<file path="src/rtl/dmem_ctrl_pkg.sv">
// Shared types for the data-memory front end.
// Access-size encodings and controller state.
package dmem_ctrl_pkg;

    localparam logic [1:0] SZ_B = 2'd0;
    localparam logic [1:0] SZ_H = 2'd1;
    localparam logic [1:0] SZ_W = 2'd2;
    localparam logic [1:0] SZ_D = 2'd3;

    typedef enum logic {
        IDLE,
        RMW
    } state_t;

endpackage

</file>
<file path="src/rtl/dmem_lane.sv">
// Byte-lane datapath for the data memory.
// Byte enables, store merge, load extract/extend.
module dmem_lane
    import dmem_ctrl_pkg::*;
(
    input  logic [1:0]  size,
    input  logic        unsgn,
    input  logic [2:0]  off,
    input  logic [63:0] wdata,
    input  logic [63:0] rd,
    output logic [7:0]  be,
    output logic [63:0] merged,
    output logic [63:0] ld_data
);

    logic [63:0] wsh;
    logic [63:0] rsh;

    assign wsh = wdata << {off, 3'b000};
    assign rsh = rd >> {off, 3'b000};

    // byte enables for the addressed lanes
    always_comb begin
        be = 8'h00;
        unique case (size)
            SZ_B: be = 8'h01 << off;
            SZ_H: be = 8'h03 << off;
            SZ_W: be = 8'h0f << off;
            SZ_D: be = 8'hff;
            default: be = 8'h00;
        endcase
    end

    // replace enabled lanes of the old word with store data
    always_comb begin
        merged = rd;
        for (int i = 0; i < 8; i++) begin
            if (be[i])
                merged[i*8 +: 8] = wsh[i*8 +: 8];
        end
    end

    // right-align and extend load data
    always_comb begin
        ld_data = rsh;
        unique case (size)
            SZ_B: ld_data = unsgn ? {56'd0, rsh[7:0]}
                                  : {{56{rsh[7]}}, rsh[7:0]};
            SZ_H: ld_data = unsgn ? {48'd0, rsh[15:0]}
                                  : {{48{rsh[15]}}, rsh[15:0]};
            SZ_W: ld_data = unsgn ? {32'd0, rsh[31:0]}
                                  : {{32{rsh[31]}}, rsh[31:0]};
            SZ_D: ld_data = rsh;
            default: ld_data = rsh;
        endcase
    end

endmodule

</file>
<file path="src/rtl/dmem_ctrl.sv">
// Data-memory front end: CPU/loader arbitration,
// sub-word stores via read-modify-write.
module dmem_ctrl
    import dmem_ctrl_pkg::*;
#(
    parameter int IDX_W        = 10,
    parameter int STARVE_LIMIT = 8
) (
    input  logic        clk,
    input  logic        rst_n,
    input  logic        cpu_req,
    input  logic        cpu_we,
    input  logic [1:0]  cpu_size,
    input  logic        cpu_unsigned,
    input  logic [63:0] cpu_addr,
    input  logic [63:0] cpu_wdata,
    output logic [63:0] cpu_rdata,
    output logic        cpu_stall,
    output logic        cpu_misalign,
    input  logic        ld_valid,
    output logic        ld_ready,
    input  logic        ld_we,
    input  logic [63:0] ld_addr,
    input  logic [63:0] ld_wdata,
    output logic        ld_rvalid,
    output logic [63:0] ld_rdata,
    output logic        mem_we,
    output logic [63:0] mem_addr,
    output logic [63:0] mem_wd,
    input  logic [63:0] mem_rd
);

    localparam int CW = $clog2(STARVE_LIMIT + 1);
    localparam logic [CW-1:0] LIMIT = CW'(STARVE_LIMIT);

    state_t state;
    state_t state_nx;

    logic [CW-1:0]    starve_cnt;
    logic [IDX_W-1:0] rmw_idx;
    logic [63:0]      rmw_word;

    logic        misal;
    logic        cpu_ok;
    logic        forced;
    logic        ld_grant;
    logic        cpu_go;
    logic        subword;
    logic        rmw_load;
    logic [7:0]  be;
    logic [63:0] merged;
    logic [63:0] ld_data;
    logic        unused_ld_lsb;

    assign unused_ld_lsb = ^{ld_addr[2:0], be};

    dmem_lane u_lane (
        .size    (cpu_size),
        .unsgn   (cpu_unsigned),
        .off     (cpu_addr[2:0]),
        .wdata   (cpu_wdata),
        .rd      (mem_rd),
        .be      (be),
        .merged  (merged),
        .ld_data (ld_data)
    );

    // alignment check of the CPU address against access size
    always_comb begin
        misal = 1'b0;
        unique case (cpu_size)
            SZ_B: misal = 1'b0;
            SZ_H: misal = cpu_addr[0];
            SZ_W: misal = |cpu_addr[1:0];
            SZ_D: misal = |cpu_addr[2:0];
            default: misal = 1'b0;
        endcase
    end

    assign cpu_misalign = rst_n & cpu_req & misal;
    assign cpu_ok       = rst_n & cpu_req & ~misal;
    assign forced       = (starve_cnt == LIMIT);
    assign ld_grant     = rst_n & (state == IDLE) & ld_valid
                        & (~cpu_ok | forced);
    assign cpu_go       = cpu_ok & (state == IDLE) & ~ld_grant;
    assign subword      = cpu_we & (cpu_size != SZ_D);

    // port steering, handshakes and next state
    always_comb begin
        state_nx  = state;
        cpu_rdata = 64'd0;
        cpu_stall = 1'b0;
        ld_ready  = 1'b0;
        mem_we    = 1'b0;
        mem_addr  = {cpu_addr[63:3], 3'b000};
        mem_wd    = cpu_wdata;
        rmw_load  = 1'b0;
        unique case (1'b1)
            (state == RMW): begin
                mem_we   = rst_n;
                mem_addr = {{(61-IDX_W){1'b0}}, rmw_idx, 3'b000};
                mem_wd   = rmw_word;
                state_nx = IDLE;
            end
            ld_grant: begin
                ld_ready  = 1'b1;
                mem_addr  = {ld_addr[63:3], 3'b000};
                mem_we    = ld_we;
                mem_wd    = ld_wdata;
                cpu_stall = cpu_ok;
            end
            cpu_go: begin
                if (!cpu_we) begin
                    cpu_rdata = ld_data;
                end else if (!subword) begin
                    mem_we = 1'b1;
                end else begin
                    cpu_stall = 1'b1;
                    rmw_load  = 1'b1;
                    state_nx  = RMW;
                end
            end
            default: begin
                state_nx = state;
            end
        endcase
    end

    // state register
    always_ff @(posedge clk or negedge rst_n) begin
        if (!rst_n)
            state <= IDLE;
        else
            state <= state_nx;
    end

    // loader starvation counter, saturating
    always_ff @(posedge clk or negedge rst_n) begin
        if (!rst_n)
            starve_cnt <= '0;
        else if (!ld_valid || ld_grant)
            starve_cnt <= '0;
        else if (!forced)
            starve_cnt <= starve_cnt + 1'b1;
    end

    // capture merged word and index for the write-back cycle
    always_ff @(posedge clk or negedge rst_n) begin
        if (!rst_n) begin
            rmw_idx  <= '0;
            rmw_word <= '0;
        end else if (rmw_load) begin
            rmw_idx  <= cpu_addr[IDX_W+2:3];
            rmw_word <= merged;
        end
    end

    // loader read return, one cycle after grant
    always_ff @(posedge clk or negedge rst_n) begin
        if (!rst_n) begin
            ld_rvalid <= 1'b0;
            ld_rdata  <= '0;
        end else begin
            ld_rvalid <= ld_grant & ~ld_we;
            if (ld_grant && !ld_we)
                ld_rdata <= mem_rd;
        end
    end

endmodule

</file>
<file path="config.mk">
export PLATFORM = sky130hd
export DESIGN_NAME = dmem_ctrl
export DESIGN_NICKNAME = d
export VERILOG_FILES = /design/src/rtl/dmem_ctrl_pkg.sv /design/src/rtl/dmem_lane.sv /design/src/rtl/dmem_ctrl.sv
export SDC_FILE = /design/constraint.sdc
export NUM_CORES = 1
export LEC_CHECK = 0
export ABC_AREA = 1
export CAP_MARGIN = 30
export CORE_AREA = 4 4 225 227
export CTS_CLUSTER_SIZE = 8
export DETAILED_ROUTE_END_ITERATION = 12
export DIE_AREA = 0 0 229 231
export PLACE_DENSITY_LB_ADDON = 0.1
export REMOVE_ABC_BUFFERS = 1
export SLEW_MARGIN = 20
export SYNTH_ARGS = -nofsm -noshare
export SYNTH_HDL_FRONTEND = slang
export SYNTH_SLANG_ARGS = --single-unit
export TNS_END_PERCENT = 30
</file>
<file path="constraint.sdc">
create_clock -name clk -period 2.95 [get_ports clk]
set_input_delay 0.59 -clock clk [delete_from_list [all_inputs] [get_ports clk]]
set_output_delay 0.59 -clock clk [all_outputs]
set_load 0.005 [all_outputs]
</file>
# [After elaboration in Yosys (flattened, before gate mapping)]
# Index checks and enable logic that the tools add are counted.
[classes] n_addsub=1 n_eq_ne=6 n_shift=5 n_mux=28 bitwise=16 reduce_logical=7
[ops] cell="64-bit two-way mux" count=5
[ops] cell="64-bit case mux with 2 select lines" count=2
[ops] cell="64-bit case mux with 4 select lines" count=1
[ops] cell="8-bit two-way mux" count=8
[ops] cell="64-bit by 6-bit left shift with 64-bit output" count=1
[ops] cell="64-bit by 6-bit right shift with 64-bit output" count=1
[ops] cell="8-bit case mux with 4 select lines" count=1
[ops] cell="1-bit bitwise AND" count=10
[ops] cell="4-bit two-way mux" count=2
[ops] cell="1-bit by 3-bit left shift with 8-bit output, first input constant" count=1
[ops] cell="2-bit by 3-bit left shift with 8-bit output, first input constant" count=1
[ops] cell="4-bit by 3-bit left shift with 8-bit output, first input constant" count=1
[ops] cell="1-bit two-way mux" count=6
[ops] cell="1-bit NOT" count=5
[ops] cell="4-bit by 1-bit adder with 4-bit output, second input constant" count=1
[ops] cell="2-bit == test, second input constant" count=2
[ops] cell="4-bit == test, second input constant" count=1
[ops] cell="1-bit case mux with 4 select lines" count=1
[ops] cell="1-bit case mux with 3 select lines" count=1
[ops] cell="3-bit OR reduction" count=1
[ops] cell="2-bit by 1-bit == test with 1-bit output, second input constant" count=1
[ops] cell="1-bit logical NOT" count=2
[ops] cell="2-bit logical NOT" count=1
[ops] cell="2-bit by 1-bit inequality test with 1-bit output, second input constant" count=1
[ops] cell="other kinds (6)" count=6
[totals] ff_bits=144 in_bits=329 out_inout_bits=261 word_cells=69

# [Depth between registers and ports, before layout]
# Gate-level depths: netlist (run 1).
[logic_depth] ltp_word=10 mapped_depth=15 ltp_nobuf=13

# [By module]
# From an unflattened synthesis (run 1), not the netlist that was laid out.
[hier_totals] cells_unflattened=2406 hier_area_um2=13649.3
[by_module_without_submodules] module="dmem_ctrl" instances=1 cells_per_inst=1293 area_each_um2=8634.5 seq_area_each_um2=3603.5
[by_module_without_submodules] module="dmem_lane" instances=1 cells_per_inst=1113 area_each_um2=5014.8 seq_area_each_um2=0.0

# [Least setup slack after synthesis (run 1)]
# Ideal clock, no wire load.
[synth_timing] path_kind="input -> output" startpoint="input port cpu_size[0]" endpoint="output port cpu_rdata[23]" t_arrival_ns=1.954 setup_slack_ns=0.406 cell_stages=15 path_buffers=2 path_cell_list="inv_1 ha_1 inv_1 nand2_1 nand2_1 nand2_1 nand2_2 nand2_1 nor2_4 nand2_4 inv_2 nand2_1 buf_6 buf_6 nor2_1"
[synth_via] elab_chain_len=10
[synth_lines] element="from (decl)" line="dmem_ctrl.sv:13" rtl="input logic [1:0] cpu_size,"
[synth_lines] element="2-bit == test (tied with other cells)" line="dmem_lane.sv:46, dmem_ctrl.sv:71"
[synth_lines] element="1-bit case mux with 4 select lines" line="dmem_ctrl.sv:71" rtl="unique case (cpu_size)"
[synth_lines] element="1-bit NOT" line="dmem_ctrl.sv:81" rtl="assign cpu_ok = rst_n & cpu_req & ~misal;"
[synth_lines] element="1-bit bitwise AND" line="dmem_ctrl.sv:81"
[synth_lines] element="1-bit NOT" line="dmem_ctrl.sv:84" rtl="& (~cpu_ok | forced);"
[synth_lines] element="1-bit bitwise OR" line="dmem_ctrl.sv:84"
[synth_lines] element="1-bit bitwise AND" line="dmem_ctrl.sv:84"
[synth_lines] element="1-bit NOT" line="dmem_ctrl.sv:85" rtl="assign cpu_go = cpu_ok & (state == IDLE) & ~ld_grant;"
[synth_lines] element="1-bit bitwise AND" line="dmem_ctrl.sv:85"
[synth_lines] element="64-bit two-way mux (*)" line="dmem_ctrl.sv:98" rtl="unique case (1'b1)"
[synth_lines] element="to (decl)" line="dmem_ctrl.sv:17" rtl="output logic [63:0] cpu_rdata,"
# Every way passes the cells marked *; elsewhere a longest branch is shown, timed or not.

# [Final worst setup path (run 1)]
[layout_timing] startpoint="input port cpu_addr[0]" endpoint="output port cpu_rdata[6]"
[layout_via] elab_chain_len=10
[layout_lines] element="from (decl)" line="dmem_ctrl.sv:15" rtl="input logic [63:0] cpu_addr,"
[layout_lines] element="parallel branches: the longest is 9 deep, another holds 64-bit by 6-bit right shift with 64-bit output"
[layout_lines] element="64-bit two-way mux (*)" line="dmem_ctrl.sv:98"
# Mark *: on every way between the ends.

==> summary.txt, run 1 <==
Floorplan
  • Die Wd: 229 um
  • Number of ports placed on the die boundary: 590
  • Die outline area: 0.05290 mm^2
  • Row cnt: 81
  • Floorplan die height: 231 um
  • Effective utilization at floorplan: 28.04%
  • Core region area: 0.04865 mm^2

Synth
  • Unique cell type count in the Yosys netlist: 30
  • Synthesized flop and latch total: 144
  • Largest cells by area after synthesis: sky130_fd_sc_hd__nand2_1, sky130_fd_sc_hd__dfrtp_1, sky130_fd_sc_hd__nand3_1
  • Average instance area after synthesis: 5.540 um^2
  • Sequential element share of the synthesized area: 26.42%
  • Most used DFF post-synth: sky130_fd_sc_hd__dfrtp_1
  • List of most frequent post-synthesis cells: sky130_fd_sc_hd__nand2_1, sky130_fd_sc_hd__nand3_1, sky130_fd_sc_hd__nor2_1
  • Combined area of all synthesized cells: 0.01364 mm^2
  • Cell type contributing the most total cell area after synthesis: sky130_fd_sc_hd__nand2_1
  • Post-synth top area share: 30.80%
  • Mapped Cells: 2462
  • Most frequent cell after synthesis: sky130_fd_sc_hd__nand2_1
  • Number of enable flip-flop cells after synthesis: 0
  • FFs w/ async S/R, synth: 100.0%
  • Yosys synthesis warning count: 0

Timing
  • Post-route worst setup slack: -0.1589 ns
  • Max Transition Viols Final: 0
  • Transition time at the pin with the least slew margin: 0.9926 ns
  • F_max: 0.3217 GHz
  • Fin Clk Skew: 0.01442 ns
  • Relative max-transition margin: 33.83%
  • Minimum clock period after layout: 3.109 ns
  • Setup violators final: 29
  • Number of hold-slack violations in the final timing report: 0
  • Portion of the clock cycle consumed by the worst path in the final layout: 105.4%
  • Setup repair after global routing missed its margin: yes

Final layout
  • Post-Layout Inst Area: 0.02379 mm^2
  • Fin nets: 3538
  • # fillers: 5116
  • Proportion of layout cells with a drive suffix above 1: 24.07%
  • Area growth from synthesis to layout: 74.40%

Pwr
  • Peak VDD IR: 0.3994 mV
  • Clock network fraction of total power: 26.0%
  • Power Density: 375.7 mW/mm^2
  • Leakage: 12.50 nW
  • Combinational share of power: 44.0%
  • Int Pwr: 5.563 mW
  • Switching power total: 3.373 mW
  • Sequential cell fraction of total power: 30.0%
  • Switching power as a share of total power: 37.75%

Worst setup path
  • Critical Path AT: 2.52 ns
  • Critical path fanouts, max: 7
  • Element type at the critical path start: input port
  • Number of cells traversed by the worst register-to-register path: 14
  • Required time of the critical path: 2.36 ns
  • Worst Path Class, Setup: in -> out
  • Critical path capture point type: output port

Global route
  • Number of antenna violations at the first check in global routing: 13
  • First-pass GRT wire length: 124.6 mm
  • Maximum number of pins on one net before global-route repair: 127
  • Remaining global-route overflow: 0
  • Vias in the first global route: 19210
  • All-layer global routing usage: 31.00%

Outcome
  • Outcome: finished, violations left
  • Failing checks: negative setup slack

Placement
  • Quantity of I/O buffers inserted on ports: 583
  • Detailed placement HPWL: 62.62 mm
  • Last weighted congestion value of the routability-driven placer: 0.9509
  • Placement Setup Slack: -0.9709 ns
  • Area of placed instances: 0.02139 mm^2

Drt
  • # DRC: 0
  • Antenna violation net count after detailed routing: 0
  • Vias per inst: 5.165
  • Router iterations before antenna repair: 6
  • Wire length reported by the detailed router: 87.81 mm
  • Number of design-rule violations left by the first detailed-router iteration: 1809
  • Final routed wire length divided by cell count: 22.85 um
  • Vias: 19850

Clock tree
  • Maximum buffer depth of the clock tree: 2
  • CTS clock-pin slew for the worst setup and hold paths: 0.07 ns
  • Clock root buffer master: sky130_fd_sc_hd__clkbuf_16
  • Number of clock sinks seen by CTS: 144
  • CTS tree: yes
  • TritonCTS buffer count: 17
  • H-tree levels: 4
  • Worst skew pair latency: 0.47 ns

Job
  • Reported max-cap violation count: 0

Hold path
  • Min-Delay Path Class: in -> async
final cells by class:
| class | count | area [um^2] | share of cell area, % |
|---|---|---|---|
| flip-flops and latches | 144 | 3607 | 15.16 |
| diodes | 6 | 15.01 | 0.06312 |
| clock buffers | 18 | 429.2 | 1.804 |
| well taps | 622 | 778.2 | 3.272 |
| multi-input cells | 1999 | 9633 | 40.50 |
| inverters | 131 | 530.5 | 2.230 |
| clock inverters | 14 | 158.9 | 0.6680 |
| repair buffers | 909 | 8635 | 36.30 |
timing repair:
item,in CTS,in global routing
hold endpoints to repair,0,0
buffers inserted,41,33
hold buffers,0,0
endpoints found under the setup margin,193,191
pin swaps,30,42
cloned,20,9
resized for setup,681,358
routing by layer:
layer | track usage (%) | vias to the layer above | share of wire, %
met1 | 38.09 | 9376 | 41
met4 | 11.70 | 14 | 3.9
met2 | 53.16 | 901 | 48
met3 | 6.873 | 155 | 7.3
li1 | - | 9402 | -
met5 | 0 | - | 0.10
flip-flops by register name, indices dropped and copies added (netlist names):
name        flops
rmw_word       64
state           1
ld_rvalid       1
ld_rdata       64
starve_cnt      4
rmw_idx        10
cells by family (layout without fill, tap and decap cells):
group	Yosys count	after routing	synth area share, %
AOI/OAI and AO/OA	183	183	7.082
xor gates and xnor gates	2	2	0.1285
adders and majority gates	7	7	0.6421
buffers and inverters	322	1072	10.16
DFF	144	144	26.42
other	1	9	0.02749
and+or+nand+nor	1803	1804	55.55
path summary, 6_finish.rpt:
kind | endpoint | slack (ns) | from
min in group clk | rmw_idx[9]$_DFFE_PN0P_ | 0.47 | rmw_idx[9]$_DFFE_PN0P_
max in group asynchronous | ld_rdata[52]$_DFFE_PN0P_ | 1.35 | rst_n
worst min-delay path | rmw_idx[8]$_DFFE_PN0P_ | 0.34 | rst_n
worst max register to register | rmw_word[29]$_DFFE_PN0P_ | 0.35 | starve_cnt[0]$_DFFE_PN0P_
worst max-delay path | cpu_rdata[6] | -0.16 | cpu_addr[0]
worst min register to register | rmw_idx[9]$_DFFE_PN0P_ | 0.47 | rmw_idx[9]$_DFFE_PN0P_
per-stage QoR:
stage	cells	hold WS, ns	power, mW	util [%]	setup TNS, ns
finish	3843	0.3425	8.937	48.90	-1.233
global route	3842	0.3834	9.422	48.89	-9.597
CTS	3805	0.3489	8.818	47.56	-9.328
detailed placement	3714	0.4597	6.288	43.96	-190.73
global placement	3714	0.4551	6.276	43.96	-192.93
floorplan	2273	0.2944	3.970	-	-1408.11
worst max-delay path, cell delays in order:
cell and delay, ns:
sky130_fd_sc_hd__buf_6 0.14, sky130_fd_sc_hd__buf_12 0.15, sky130_fd_sc_hd__buf_4 0.14, sky130_fd_sc_hd__buf_4 0.14, sky130_fd_sc_hd__o211ai_1 0.23, sky130_fd_sc_hd__buf_4 0.15, sky130_fd_sc_hd__nand3_1 0.07, sky130_fd_sc_hd__nand3_1 0.08
sky130_fd_sc_hd__nand2_1 0.05, sky130_fd_sc_hd__nor2_1 0.20, sky130_fd_sc_hd__clkdlybuf4s50_1 0.56
power by group through the flow:
stage	Combinational, mW	Clock [mW]	Sequential (mW)
3_5_place_dp	3.58	0	2.71
2_1_floorplan	1.31	0	2.66
6_report	3.93	2.32	2.68
4_1_cts	3.78	2.37	2.68
5_1_grt	4.26	2.44	2.73
3_3_place_gp	3.59	0	2.69
cells in the final DEF (no fill, tap or decap), types with 13 or more instances in the layout:
cell type,Yosys,routed
sky130_fd_sc_hd__nor2_4,3,15
sky130_fd_sc_hd__nand3_1,416,334
sky130_fd_sc_hd__buf_4,12,241
sky130_fd_sc_hd__dfrtp_1,144,143
sky130_fd_sc_hd__a21oi_1,26,25
sky130_fd_sc_hd__nand4_1,75,75
sky130_fd_sc_hd__inv_1,123,113
sky130_fd_sc_hd__buf_16,0,18
sky130_fd_sc_hd__nand2_2,3,48
sky130_fd_sc_hd__buf_2,73,90
sky130_fd_sc_hd__buf_12,0,32
sky130_fd_sc_hd__nor2_2,0,36
sky130_fd_sc_hd__nand2_1,1119,1061
sky130_fd_sc_hd__buf_6,5,51
sky130_fd_sc_hd__clkbuf_2,0,57
sky130_fd_sc_hd__o211ai_1,13,13
sky130_fd_sc_hd__nand3_2,5,79
sky130_fd_sc_hd__nor2_1,169,121
sky130_fd_sc_hd__o21ai_0,134,130
sky130_fd_sc_hd__clkdlybuf4s50_1,0,374
sky130_fd_sc_hd__clkbuf_16,0,24
Note: power is estimated with default switching activity, not from simulation.
==> inputs of run 2 (changes only) <==
- clock period: 2.95 -> 3 ns (I/O delays scaled with it)
==> run 2 against run 1 <==
- the flow still finishes with violations (negative setup slack)
- clock power increased by 3%
- critical path depth increased by 2
- power decreased by 1.8%
- core utilization decreased by 0.87 points
- cell area decreased by 1.8%
- via count about the same
- global-route usage increased by 0.22 points
- die area unchanged
- largest cell class unchanged
- largest power group unchanged
==> summary.txt, run 2 (synthesis gave the netlist of run 1 again) <==
Timing
  • Setup violators final: 12 (-59%)
  • Post-route worst setup slack: -0.1183 ns (+0.04065 ns)
  • Fin Clk Skew: 0.01694 ns (+0.002523 ns)
  • Setup TNS: -0.5675 ns (+0.6654 ns)
  • Portion of the clock cycle consumed by the worst path in the final layout: 103.9%
  • Transition time at the pin with the least slew margin: 0.9795 ns (-0.01312 ns)
  • Setup repair after global routing missed its margin: yes
  • Number of hold-slack violations in the final timing report: 0 (unchanged)
  • Minimum clock period after layout: 3.118 ns
  • F_max: 0.3207 GHz
  • Max Transition Viols Final: 0 (unchanged)
  • Relative max-transition margin: 34.70% (+0.87 points)

Worst setup path
  • Crit Reg-Reg Endpoint: ld_rdata[19]$_DFFE_PN0P_
  • Element type at the critical path start: flop
  • Required time of the critical path: 2.40 ns (+0.04 ns)
  • Startpoint of the lowest-slack register-to-register path: starve_cnt[0]$_DFFE_PN0P_
  • Critical path capture point type: output port
  • Worst Path Class, Setup: reg -> out
  • Critical Path AT: 2.52 ns (about the same)
  • Critical path fanouts, max: 8 (+1)
  • Number of cells traversed by the worst register-to-register path: 15 (+1)
  • Register-to-register path setup slack: 0.29 ns (-0.06 ns)

Final layout
  • Largest registers ranked by flip-flop count: ld_rdata: 64 flops, rmw_word: 64 flops, rmw_idx: 10 flops
  • Area growth from synthesis to layout: 71.31%
  • Commonest non-fill, non-tap cell in the layout: sky130_fd_sc_hd__nand2_1
  • Final Non-Filler Cells: 3828 (-0.39%)
  • Proportion of layout cells with a drive suffix above 1: 19.05% (-5.0 points)
  • Fin nets: 3520 (-0.51%)
  • Top library cells by usage in the layout, fill and taps aside: sky130_fd_sc_hd__nand2_1, sky130_fd_sc_hd__nand3_1, sky130_fd_sc_hd__clkdlybuf4s50_1, sky130_fd_sc_hd__buf_4, sky130_fd_sc_hd__nor2_1

Clock tree
  • H-tree levels: 4 (unchanged)
  • TritonCTS buffer count: 17 (unchanged)
  • Clock root buffer master: sky130_fd_sc_hd__clkbuf_16
  • CTS tree: yes
  • CTS clock-pin slew for the worst setup and hold paths: 0.07 ns (about the same)
  • Maximum buffer depth of the clock tree: 2 (unchanged)
  • Worst skew pair latency: 0.47 ns (about the same)
  • Hold buffer count at CTS: 0 (unchanged)
  • Number of clock sinks seen by CTS: 144 (unchanged)

Drt
  • # DRC: 0 (unchanged)
  • Router iterations before antenna repair: 6 (unchanged)
  • Vias per inst: 5.182 (+0.34%)
  • Vias: 19840 (-0.050%)
  • Wire length reported by the detailed router: 87.76 mm (about the same)
  • Final routed wire length divided by cell count: 22.93 um (+0.33%)
  • Number of design-rule violations left by the first detailed-router iteration: 1696 (-6.2%)
  • Antenna violation net count after detailed routing: 0 (unchanged)

Global route
  • Number of antenna violations at the first check in global routing: 14 (+1)
  • First-pass GRT wire length: 126.4 mm (+1.4%)
  • Vias in the first global route: 19240 (+0.15%)
  • All-layer global routing usage: 31.22% (+0.22 points)
  • Remaining global-route overflow: 0 (unchanged)
  • Maximum number of pins on one net before global-route repair: 127 (unchanged)

Floorplan
  • Effective utilization at floorplan: 28.04% (unchanged)
  • Core region area: 0.04865 mm^2 (unchanged)
  • Die outline area: 0.05290 mm^2 (unchanged)
  • Floorplan die height: 231 um (unchanged)
  • Number of ports placed on the die boundary: 590 (unchanged)
  • Row cnt: 81 (unchanged)
  • Die Wd: 229 um (unchanged)

Outcome
  • Failing checks: negative setup slack
  • Outcome: finished, violations left

Pwr
  • Peak VDD IR: 0.4344 mV (+8.8%)
  • Power Density: 375.8 mW/mm^2 (about the same)
  • Clock network fraction of total power: 27.3% (+1.3 points)
  • Int Pwr: 5.509 mW (-0.98%)
  • Sequential cell fraction of total power: 29.9% (about the same)
  • Combinational share of power: 42.7% (-1.3 points)
  • Leakage: 12.63 nW (+1.0%)
  • Switching power as a share of total power: 37.25% (-0.49 points)
  • Final Total Pwr: 8.780 mW (-1.8%)
  • Switching power total: 3.271 mW (-3.0%)

Placement
  • Last weighted congestion value of the routability-driven placer: 0.9400 (-1.1%)
  • Quantity of I/O buffers inserted on ports: 583 (unchanged)
  • Detailed placement HPWL: 62.53 mm (-0.14%)
  • Total placed cells including tap cells: 3706 (-0.22%)

Hold path
  • Min-Delay Path Class: in -> async

Job
  • Reported max-cap violation count: 0 (unchanged)
run 2: changes by cell type in the layout (fill, tap and decap cells not counted), moves of 26 or more:
cell	previous run	this run
sky130_fd_sc_hd__buf_2	90	41
sky130_fd_sc_hd__buf_6	51	25
sky130_fd_sc_hd__dlygate4sd2_1	11	57
sky130_fd_sc_hd__nand3_1	334	377
sky130_fd_sc_hd__nand3_2	79	40
sky130_fd_sc_hd__nor2_1	121	154
sky130_fd_sc_hd__nor2_2	36	10
run 2: critical path, cell delays in order (launching register included):
cell	delay, ns
sky130_fd_sc_hd__dfrtp_1	0.40
sky130_fd_sc_hd__inv_2	0.09
sky130_fd_sc_hd__ha_4	0.14
sky130_fd_sc_hd__nand2_4	0.04
sky130_fd_sc_hd__nor2_4	0.14
sky130_fd_sc_hd__inv_4	0.07
sky130_fd_sc_hd__nand3_4	0.12
sky130_fd_sc_hd__nand2_8	0.11
sky130_fd_sc_hd__buf_16	0.18
sky130_fd_sc_hd__buf_4	0.16
sky130_fd_sc_hd__buf_16	0.14
sky130_fd_sc_hd__nand3_1	0.07
sky130_fd_sc_hd__nand2_1	0.11
sky130_fd_sc_hd__dlygate4sd2_1	0.28
run 2: power by group through the flow:
stage	Sequential [mW]	Clock, mW	Combinational [mW]
5_1_grt	2.68	2.50	4.07
4_1_cts	2.62	2.44	3.65
3_3_place_gp	2.64	0	3.52
2_1_floorplan	2.62	0	1.28
6_report	2.63	2.40	3.75
3_5_place_dp	2.65	0	3.53
run 2: cell type report:
class | instances | area, um^2
Tap cell | 622 | 778.2
Clock buffer | 19 | 442.9
Multi-Input combinational cell | 1999 | 9235
Fill cell | 5201 | 25280
Timing Repair Buffer | 889 | 8531
Inverter | 131 | 538.0
Sequential cell | 144 | 3607
Clock inverter | 13 | 177.7
Timing Repair inverter | 2 | 32.53
Antenna cell | 9 | 22.52
run 2: what timing repair did:
| item | in CTS | in global routing |
|---|---|---|
| pin swaps | 21 | 25 |
| resized for setup | 370 | 380 |
| setup endpoints to repair | 196 | 194 |
| setup buffers | 30 | 32 |
| cloned | 19 | 9 |
run 2: through the flow:
stage / instance area (um^2) / util, % / setup slack (ns) / hold slack, ns
global placement: 21350 / 43.89 / -0.9201 / 0.4550
detailed placement: 21350 / 43.89 / -0.9210 / 0.4589
CTS: 22770 / 46.80 / -0.2195 / 0.3841
global route: 23360 / 48.01 / -0.1670 / 0.4170
floorplan: 12760 / - / -4.584 / 0.3044
finish: 23360 / 48.03 / -0.1183 / 0.3720
run 2: worst max-delay path by stage:
stage                                    startpoint           end  slack (ns)  cells past startpoint
final                     starve_cnt[0]$_DFFE_PN0P_  mem_addr[43]       -0.12                     13
after global routing      starve_cnt[0]$_DFFE_PN0P_  mem_addr[43]       -0.17                     13
after CTS                               cpu_addr[0]  cpu_rdata[3]       -0.22                     11
after detailed placement                cpu_size[1]    mem_wd[11]       -0.92                     13
after global placement                  cpu_size[1]    mem_wd[11]       -0.92                     13
after floorplan                     state$_DFF_PN0_     cpu_stall       -4.58                      6
run 2: per-layer routing:
layer	vias up	share of wire [%]	track usage (%)
met3	139	7.6	7.021
met4	10	3.0	9.795
met1	9437	41	39.16
li1	9382	-	-
met2	870	48	53.46
met5	-	0.073	0
==> inputs of run 3 (changes only) <==
--- a/config.mk
+++ b/config.mk
@@ -8,3 +8,3 @@
 export ABC_AREA = 1
-export CAP_MARGIN = 30
+export CAP_MARGIN = 20
 export CORE_AREA = 4 4 225 227
--- a/constraint.sdc
+++ b/constraint.sdc
@@ -3,2 +3,2 @@
 set_output_delay 0.6 -clock clk [all_outputs]
-set_load 0.005 [all_outputs]
+set_load 0.02 [all_outputs]
==> run 3 against run 2 <==
- first-iteration DRC count down 7.0%
- highest routed layer unchanged
- cell count down 0.65%
- sequential share of layout area up 0.25 points
- non-clock buffer count down 19
- critical path type is now in -> out
- worst hold slack worse by 0.22 ns
- die area unchanged
- clock skew down 0.0084 ns
- core utilization down 0.78 points
- cell area down 1.6%
- the flow still finishes with violations (negative setup slack)
- worst setup slack better by 0.088 ns
- critical path depth up 2
==> summary.txt, run 3 (synthesis gave the netlist of run 1 again) <==
Global route
  • Number of antenna violations at the first check in global routing: 10 (-4)
  • Remaining global-route overflow: 0 (unchanged)
  • Vias in the first global route: 19300 (+0.30%)
  • Maximum number of pins on one net before global-route repair: 127 (unchanged)
  • All-layer global routing usage: 31.17% (-0.055 points)
  • First-pass GRT wire length: 125.8 mm (-0.47%)

Timing
  • Setup violators final: 12 (unchanged)
  • Max Transition Viols Final: 0 (unchanged)
  • Number of hold-slack violations in the final timing report: 0 (unchanged)
  • F_max: 0.3300 GHz (+2.9%)
  • Minimum clock period after layout: 3.030 ns (-0.08808 ns)
  • Setup repair after global routing missed its margin: yes
  • Post-route worst setup slack: -0.03021 ns (+0.08808 ns)
  • Transition time at the pin with the least slew margin: 0.9936 ns (+0.01416 ns)
  • Setup TNS: -0.1805 ns (+0.3870 ns)
  • Fin Clk Skew: 0.008570 ns (-0.008372 ns)
  • Relative max-transition margin: 33.76% (-0.94 points)
  • Portion of the clock cycle consumed by the worst path in the final layout: 101.0% (-2.9 points)

Floorplan
  • Die outline area: 0.05290 mm^2 (unchanged)
  • Die Wd: 229 um (unchanged)
  • Core region area: 0.04865 mm^2 (unchanged)
  • Floorplan die height: 231 um (unchanged)
  • Number of ports placed on the die boundary: 590 (unchanged)
  • Row cnt: 81 (unchanged)
  • Effective utilization at floorplan: 28.04% (unchanged)

Clock tree
  • Number of clock sinks seen by CTS: 144 (unchanged)
  • Clock root buffer master: sky130_fd_sc_hd__clkbuf_16
  • CTS clock-pin slew for the worst setup and hold paths: 0.07 ns (about the same)
  • H-tree levels: 4 (unchanged)
  • TritonCTS buffer count: 17 (unchanged)
  • Maximum buffer depth of the clock tree: 2 (unchanged)
  • CTS tree: yes
  • Worst skew pair latency: 0.47 ns (about the same)

Placement
  • Detailed placement HPWL: 63.27 mm (+1.2%)
  • Placement Setup Slack: -0.8564 ns (+0.06458 ns)
  • Area of placed instances: 0.02140 mm^2 (+0.25%)
  • Last weighted congestion value of the routability-driven placer: 0.9354 (-0.49%)
  • Quantity of I/O buffers inserted on ports: 583 (unchanged)

Worst setup path
  • Critical Path AT: 2.43 ns (-0.09 ns)
  • Element type at the critical path start: input port
  • Worst Path Class, Setup: in -> out
  • Required time of the critical path: 2.40 ns (about the same)
  • Cell breakdown of the critical path: buf_4 > nor2_4 > inv_2 > nand2_1 > nand2_1 > nand2_2 > nand3_4 > buf_12 > nand2_8 > clkinv_16 > buf_16 > buf_6 > nand2_2 > nand3_2 > buf_6
  • Startpoint of the lowest-slack register-to-register path: starve_cnt[1]$_DFFE_PN0P_
  • Critical path capture point type: output port
  • Critical path fanouts, max: 10 (+2)
  • Slowest Stage Delay on Critical Path: 0.18 ns (-0.22 ns)
  • Worst setup path startpoint: cpu_addr[1]
  • Slowest stage cell, crit path: sky130_fd_sc_hd__nor2_4

Outcome
  • Outcome: finished, violations left
  • Failing checks: negative setup slack

Final layout
  • Proportion of layout cells with a drive suffix above 1: 20.82% (+1.8 points)
  • # fillers: 5284 (+1.6%)
  • Commonest non-fill, non-tap cell in the layout: sky130_fd_sc_hd__nand2_1
  • Area growth from synthesis to layout: 68.53%
  • Largest registers ranked by flip-flop count: ld_rdata: 64 flops, rmw_word: 64 flops, rmw_idx: 10 flops
  • Post-Layout Inst Area: 0.02299 mm^2 (-1.6%)
  • Top library cells by usage in the layout, fill and taps aside: sky130_fd_sc_hd__nand2_1, sky130_fd_sc_hd__clkdlybuf4s50_1, sky130_fd_sc_hd__nand3_1, sky130_fd_sc_hd__buf_4, sky130_fd_sc_hd__nor2_1
  • Final cell utilization of the core: 47.25% (-0.78 points)
  • Fin nets: 3500 (-0.57%)

Pwr
  • Peak VDD IR: 0.4708 mV (+8.4%)
  • Leakage: 12.01 nW (-4.9%)
  • Combinational share of power: 46.1% (+3.4 points)
  • Clock network fraction of total power: 24.9% (-2.4 points)
  • Switching power as a share of total power: 39.72% (+2.5 points)
  • Sequential cell fraction of total power: 29.0% (-0.9 points)
  • Int Pwr: 5.462 mW (-0.85%)
  • Switching power total: 3.599 mW (+10%)
  • Power Density: 394.2 mW/mm^2 (+4.9%)

Drt
  • Router iterations before antenna repair: 8 (+2)
  • Vias per inst: 5.157 (-0.49%)
  • Antenna violation net count after detailed routing: 0 (unchanged)
  • # DRC: 0 (unchanged)
  • Number of design-rule violations left by the first detailed-router iteration: 1578 (-7.0%)
  • Final routed wire length divided by cell count: 22.80 um (-0.56%)
  • Wire length reported by the detailed router: 86.70 mm (-1.2%)
  • Vias: 19610 (-1.1%)

Job
  • Reported max-cap violation count: 0 (unchanged)

Hold path
  • Min-Delay Path Class: in -> async
-- run 3: cell count changes in the layout (fill, tap and decap cells not counted), moves of 25 or more --
cell                             change
sky130_fd_sc_hd__buf_6              +45
sky130_fd_sc_hd__buf_4              +28
sky130_fd_sc_hd__buf_2              +46
sky130_fd_sc_hd__dlygate4sd2_1      -52
sky130_fd_sc_hd__dlymetal6s2s_1     -25
sky130_fd_sc_hd__clkbuf_2           -56
-- run 3: routing by layer --
metal / routed length, um / part of all wire, % / GRT usage (%) / up-vias
met5: 72 / 0.083 / 0 / -
met4: 2803 / 3.2 / 11.60 / 10
met3: 6140 / 7.1 / 6.454 / 114
met2: 42490 / 49 / 53.54 / 822
met1: 35190 / 41 / 38.57 / 9328
li1: - / - / - / 9338
-- run 3: metrics by stage --
stage,cells,total power [mW],hold WS (ns)
global placement,3727,6.599,0.4539
detailed placement,3727,6.618,0.4585
floorplan,2273,4.339,0.3044
finish,3803,9.061,0.1548
CTS,3783,8.999,0.1352
global route,3802,9.554,0.1545
-- run 3: final timing paths --
check                                                 to  slack, ns  cells past startpoint
worst max-delay path                          mem_wd[11]      -0.03                     15
worst max register to register  rmw_word[21]$_DFFE_PN0P_       0.35                     14
worst min register to register    rmw_idx[7]$_DFFE_PN0P_       0.47                      2
worst min-delay path            ld_rdata[39]$_DFFE_PN0P_       0.15                      2
min in group clk                ld_rdata[15]$_DFFE_PN0P_       0.47                      3
max in group asynchronous       rmw_word[63]$_DFFE_PN0P_       1.37                      3
-- run 3: what timing repair did --
item / 4_1_cts / 5_1_grt
hold endpoints to repair: 0 / 0
setup buffers: 12 / 9
gates cloned: 14 / 6
endpoints found under the setup margin: 193 / 185
gates resized for setup: 707 / 190
pin swaps: 19 / 20
hold buffers: 0 / 0
-- run 3: cell type report --
type | instances | area [um^2] | share of cell area [%]
Multi-Input combinational cell | 1999 | 9211 | 40.07
Inverter | 131 | 530.5 | 2.308
Sequential cell | 144 | 3607 | 15.69
Clock inverter | 10 | 112.6 | 0.4899
Clock buffer | 20 | 466.7 | 2.030
Tap cell | 622 | 778.2 | 3.386
Timing Repair inverter | 1 | 11.26 | 0.04899
Timing Repair Buffer | 870 | 8253 | 35.90
Antenna cell | 6 | 15.01 | 0.06532
-- run 3: critical path, delay by kind of cell --
kind | cells | cell delay (ns)
buf+inv | 7 | 0.94
simple gates | 8 | 0.84
-- run 3: power by group through the flow --
stage,clock network (mW),registers [mW],logic [mW]
floorplan,0,2.82,1.51
global placement,0,2.64,3.96
detailed placement,0,2.65,3.97
CTS,2.30,2.62,4.08
global route,2.37,2.68,4.51
finish,2.26,2.63,4.18
